[src/rtl/mem_pkg.sv]
// Shared constants and width helpers for the memory read-data routing path.
package mem_pkg;

   localparam int NUM_SRC_DEF = 3;
   localparam int DATA_W_DEF  = 32;
   localparam int RD_LAT_DEF  = 1;

   // Source-index width; never narrower than one bit.
   function automatic int sel_width(input int num_src);
      int w;
      w = $clog2(num_src);
      return (w < 1) ? 1 : w;
   endfunction

   // Occupancy counter width, able to hold RD_LAT+1.
   function automatic int pend_width(input int rd_lat);
      return $clog2(rd_lat + 2);
   endfunction

endpackage

[src/rtl/sel_delay_line.sv]
// Fixed-depth delay line carrying a valid bit and a source select.
// Only the valid bits are reset; a select is meaningful only with its valid.
module sel_delay_line #(
   parameter int DEPTH = 1,
   parameter int WIDTH = 1
) (
   input  logic             clk,
   input  logic             rst,
   input  logic             flush,
   input  logic             in_valid,
   input  logic [WIDTH-1:0] in_sel,
   output logic             out_valid,
   output logic [WIDTH-1:0] out_sel
);

   logic [DEPTH-1:0] valid_q;
   logic [WIDTH-1:0] sel_q [DEPTH];

   // Flush also clears stage 0, so a request issued with flush is dropped.
   always_ff @(posedge clk or posedge rst) begin
      if (rst) begin
         valid_q <= '0;
      end else if (flush) begin
         valid_q <= '0;
      end else begin
         valid_q[0] <= in_valid;
         for (int i = 1; i < DEPTH; i++) begin
            valid_q[i] <= valid_q[i-1];
         end
      end
   end

   always_ff @(posedge clk) begin
      sel_q[0] <= in_sel;
      for (int i = 1; i < DEPTH; i++) begin
         sel_q[i] <= sel_q[i-1];
      end
   end

   assign out_valid = valid_q[DEPTH-1];
   assign out_sel   = sel_q[DEPTH-1];

endmodule

[src/rtl/mem_read_router.sv]
// Routes the read data of one of NUM_SRC fixed-latency sources to a single
// registered response port, tracking how many requests are still in flight.
module mem_read_router
   import mem_pkg::*;
#(
   parameter  int NUM_SRC = NUM_SRC_DEF,
   parameter  int DATA_W  = DATA_W_DEF,
   parameter  int RD_LAT  = RD_LAT_DEF,
   localparam int SEL_W   = sel_width(NUM_SRC),
   localparam int PEND_W  = pend_width(RD_LAT)
) (
   input  logic                      clk,
   input  logic                      rst,
   input  logic                      req_valid,
   input  logic [SEL_W-1:0]          req_sel,
   input  logic                      flush,
   input  logic [NUM_SRC*DATA_W-1:0] rd_data_i,
   output logic                      rsp_valid,
   output logic [DATA_W-1:0]         rsp_data,
   output logic                      rsp_err,
   output logic [PEND_W-1:0]         pending
);

   // Handshake: req_valid and rsp_valid have no ready partner. A request is
   // taken in any cycle it is valid without flush; rsp_valid is a one-cycle
   // pulse and the consumer must capture rsp_data/rsp_err in that cycle.

   logic              accept;
   logic              dly_valid;
   logic [SEL_W-1:0]  dly_sel;
   logic              sample;
   logic [DATA_W-1:0] sel_data;
   logic              sel_err;

   assign accept = req_valid & ~flush;

   sel_delay_line #(
      .DEPTH (RD_LAT),
      .WIDTH (SEL_W)
   ) u_sel_delay_line (
      .clk       (clk),
      .rst       (rst),
      .flush     (flush),
      .in_valid  (req_valid),
      .in_sel    (req_sel),
      .out_valid (dly_valid),
      .out_sel   (dly_sel)
   );

   // Selects that name no existing source answer with zero data and an error.
   always_comb begin
      sel_data = '0;
      sel_err  = 1'b1;
      for (int k = 0; k < NUM_SRC; k++) begin
         if (int'(dly_sel) == k) begin
            sel_data = rd_data_i[k*DATA_W +: DATA_W];
            sel_err  = 1'b0;
         end
      end
   end

   assign sample = dly_valid & ~flush;

   always_ff @(posedge clk or posedge rst) begin
      if (rst) begin
         rsp_valid <= 1'b0;
         rsp_data  <= '0;
         rsp_err   <= 1'b0;
      end else begin
         rsp_valid <= sample;
         if (sample) begin
            rsp_data <= sel_data;
            rsp_err  <= sel_err;
         end
      end
   end

   // Counts accepted requests until their response pulse has been presented.
   always_ff @(posedge clk or posedge rst) begin
      if (rst) begin
         pending <= '0;
      end else if (flush) begin
         pending <= '0;
      end else if (accept && !rsp_valid) begin
         pending <= pending + PEND_W'(1);
      end else if (!accept && rsp_valid) begin
         pending <= pending - PEND_W'(1);
      end
   end

endmodule

[config.mk]
export PLATFORM = sky130hd
export DESIGN_NAME = mem_read_router
export DESIGN_NICKNAME = d
export VERILOG_FILES = /design/src/rtl/mem_pkg.sv /design/src/rtl/sel_delay_line.sv /design/src/rtl/mem_read_router.sv
export SDC_FILE = /design/constraint.sdc
export NUM_CORES = 1
export LEC_CHECK = 0
export ABC_AREA = 1
export BUFFER_PORTS_ARGS = -buffer_cell sky130_fd_sc_hd__buf_4
export CORE_UTILIZATION = 44
export CTS_CLUSTER_SIZE = 10
export DETAILED_ROUTE_END_ITERATION = 10
export PLACE_DENSITY = 0.82
export SLEW_MARGIN = 40
export SYNTH_ARGS = -nofsm -noshare
export SYNTH_HDL_FRONTEND = slang
export SYNTH_SLANG_ARGS = --single-unit
[constraint.sdc]
create_clock -name clk -period 1.2 [get_ports clk]
set_input_delay 0.12 -clock clk [delete_from_list [all_inputs] [get_ports clk]]
set_output_delay 0.12 -clock clk [all_outputs]
set_load 0.1 [all_outputs]
==> flow_metrics.env <==
export IMPL_globalRouteTotalUtil=0.278
export IMPL_sw_frac_of_total=0.475
export IMPL_grt_first_pass_wirelength_mm=11.7
export IMPL_syn_mean_instance_area_um2=7.23
export IMPL_post_route_drc_count=0
export IMPL_cts_buffers_inserted=5
export IMPL_finish_net_count=565
export IMPL_post_synth_design_cell_area_um2=2360
export IMPL_worstSetupPathType="reg -> reg"
export IMPL_tritoncts="done"
export IMPL_timing_final_hold_violations=0
export IMPL_synth_largest_type_area_fraction=0.393
export IMPL_detail_route_wl_per_cell_um=14.5
export IMPL_cts_max_path_buffers=2
export IMPL_worst_path_dominant_cell_family="buffers and inverters"
export IMPL_area_growth_synth_to_final_pct=54.1
export IMPL_power_density_nw_per_um2=1420
export IMPL_p_int_mw=2.71
export IMPL_period_minus_slack_ps=1140
export IMPL_vias=2802
export IMPL_hp_start="req_valid"
export IMPL_worstReg2RegStart="u_sel_delay_line.out_valid"
export IMPL_reg2reg_depth=4
export IMPL_power_switching_mw=2.45
export IMPL_hold_class="in -> reg"
export IMPL_drt_initial_drc_count=191
export IMPL_dpl_hpwl_mm=4.98
export IMPL_finalWirelength_mm=7.74
export IMPL_cts_max_level=2
export IMPL_netlist_top_cells_area="dfrtp_1 39%, nand3_1 21%, nand2_1 18%, o21ai_0 7.0%, buf_6 4.8%"
export IMPL_die_w_um=75.2
export IMPL_power_leakage_nw=1.89
export IMPL_power_share_sequential=0.319
export IMPL_clockRootBuffer="clkbuf_8"
export IMPL_portBuffers=137
export IMPL_max_slew_margin_rel=0.689
export IMPL_worst_path_max_fanout=33
export IMPL_critPathRequiredTime_ps=1420
export IMPL_antenna_cells_inserted=0
export IMPL_cap_viol_max_count=0
export IMPL_buffers_plus_inverters_on_the_worst_setup_path=2
export IMPL_drtPass1Iterations=8
export IMPL_share_of_total_power_in_combinational_logic=0.492
export IMPL_worst_clock_skew_ps=3.82
export IMPL_total_core_area_um2=5140
export IMPL_worstHoldPathCells=3
export IMPL_gp_congestion=0.795
export IMPL_clock_sink_count=39
export IMPL_antenna_violations_before_repair=0
export IMPL_largest_net_degree_at_the_start_of_global_routing=38
export IMPL_yosys_cell_types_count=16
export IMPL_synth_top_cell_by_area="dfrtp_1"
export IMPL_timing_critical_path_from_type="flop"
export IMPL_critical_path_arrival_ps=1370
export IMPL_drt_via_density=5.25
export IMPL_yosys_synthesis_warning_count=0
export IMPL_r2r_setup_slack_ps=60
export IMPL_setup_viol=0
export IMPL_max_incr_delay_on_cp_ps=370
export IMPL_crit_slowest_cell="dfrtp_1"
export IMPL_f_max_mhz=874
export IMPL_first_global_vias=2479
export IMPL_final_seq_area_um2=1020
export IMPL_count_of_nets_left_with_antenna_violations_after_detail_routing=0
export IMPL_netlist_instances=326
export IMPL_vdd_ir_drop_worst_mv=0.915
export IMPL_grt_overflow_total=0
export IMPL_crit_chain="inv_1 -> buf_8 -> o21ai_0 -> nand2_1"
export IMPL_synth_nets=428
export IMPL_timing_max_transition_violations_final=0
export IMPL_finalCritPeriodShare=0.953
export IMPL_status="complete, no violations"
export IMPL_most_common_layout_cells="145 x buf_4, 113 x nand2_1, 99 x nand3_1"
export IMPL_clkSlewWorstSetupHoldPaths_ps=70
export IMPL_crit_path_end_kind="flop"
export IMPL_fill_cells=455
export IMPL_core_rowCount=26
export IMPL_synth_yosys_seq_area_share=0.410
export IMPL_instances_no_fill=534
export IMPL_die_area_um2=5650
export IMPL_drive_gt1_frac=0.440
export IMPL_worst_pin_slew_ps=465
export IMPL_yosys_register_bits=39
export IMPL_initial_utilization=0.459
export IMPL_dieHeight_um=75.2
export IMPL_multiInputGateArea_um2=1160
export IMPL_p_clk_frac=0.189
export IMPL_reg2reg_to="rsp_data[0]"
export IMPL_insertion_delay_ps=290
export IMPL_ios=138
export IMPL_rsz0062_at_grt="no"
export IMPL_numPlacedInstances=515
export IMPL_final_core_utilization=0.707
export IMPL_final_common_cell="buf_4"
export IMPL_worst_hold_path_endpoint="u_sel_delay_line.out_valid"
==> sequential cells by signal, indices dropped and copies added (netlist names) <==
register                    count
rsp_valid                       1
u_sel_delay_line.sel_q          2
rsp_data                       32
u_sel_delay_line.out_valid      1
pending                         2
rsp_err                         1
==> stage by stage <==
stage               setup TNS [ps]  setup slack [ps]  cell area [µm²]  power (mW)  hold WS, ps
finish                           0              56.0             3630        5.17         78.8
global route                     0              8.36             3630        5.36         95.4
CTS                              0              22.9             3590        5.16         73.5
detailed placement           -3090              -142             3380        4.15          200
global placement             -1880              -109             3380        4.12          196
floorplan                    -36.5             -36.5             2400        3.48          148
==> cell type report <==
type / instances / share of cell area
Multi-Input combinational cell: 253 / 0.319
Tap cell: 70 / 0.0241
Sequential cell: 39 / 0.280
Inverter: 9 / 0.0107
Clock buffer: 8 / 0.0275
Timing Repair Buffer: 155 / 0.339
==> power by group through the flow <==
stage	clock network (mW)	logic, mW	registers [mW]
CTS	0.990	2.53	1.65
floorplan	0	0.454	3.03
detailed placement	0	2.49	1.66
global route	1.04	2.65	1.67
finish	0.976	2.54	1.65
global placement	0	2.46	1.66
==> cells by family (layout without fill, tap and decap cells) <==
kind of cell / after synthesis / count (layout) / share of synthesized area
flip-flops: 39 / 39 / 0.410
AND/OR/NAND/NOR: 216 / 218 / 0.407
buffers and inverters: 36 / 172 / 0.108
AO/OA/AOI/OAI: 35 / 35 / 0.0759
==> Yosys cell counts (all sizes together) <==
cell    number
nand2      113
nand3       99
dfrtp       37
o21ai       33
buf         21
inv          9
clkbuf       6
nor2         4
a21oi        2
dfxtp        2
==> worst max path at each step <==
stage	startpoint	endpoint	slack (ps)	depth (start not counted)
finish	u_sel_delay_line.out_valid	rsp_data[0]	60	4
CTS	u_sel_delay_line.sel_q[0][1]	rsp_data[6]	20	7
global route	u_sel_delay_line.sel_q[0][1]	rsp_data[30]	8	7
floorplan	pending[0]	pending[1]	-40	7
global placement	u_sel_delay_line.sel_q[0][1]	rsp_data[21]	-110	6
detailed placement	u_sel_delay_line.sel_q[0][1]	rsp_data[21]	-140	6
==> metal layers <==
metal  global-route usage  routed length [µm]  up-vias
met3               0.0656                 457        8
met4               0.0720                  89        0
met5                    0                   0        -
met2                0.470                3890      103
li1                     -                   -     1360
met1                0.359                3300     1331
==> worst min-delay path: cells and delay by family <==
family / cells / cell delay, ps
and+or+nand+nor: 1 / 70
buffers and inverters: 2 / 150
==> timing repair <==
item / CTS / global route
setup buffers: 4 / 2
pin swaps: 3 / 2
endpoints found under the setup margin: 33 / 33
cloned: 2 / 0
gates resized for setup: 5 / 6
hold buffers: 3 / 0
hold endpoints to repair: 39 / 0
Power figures use the tool's default switching activity.
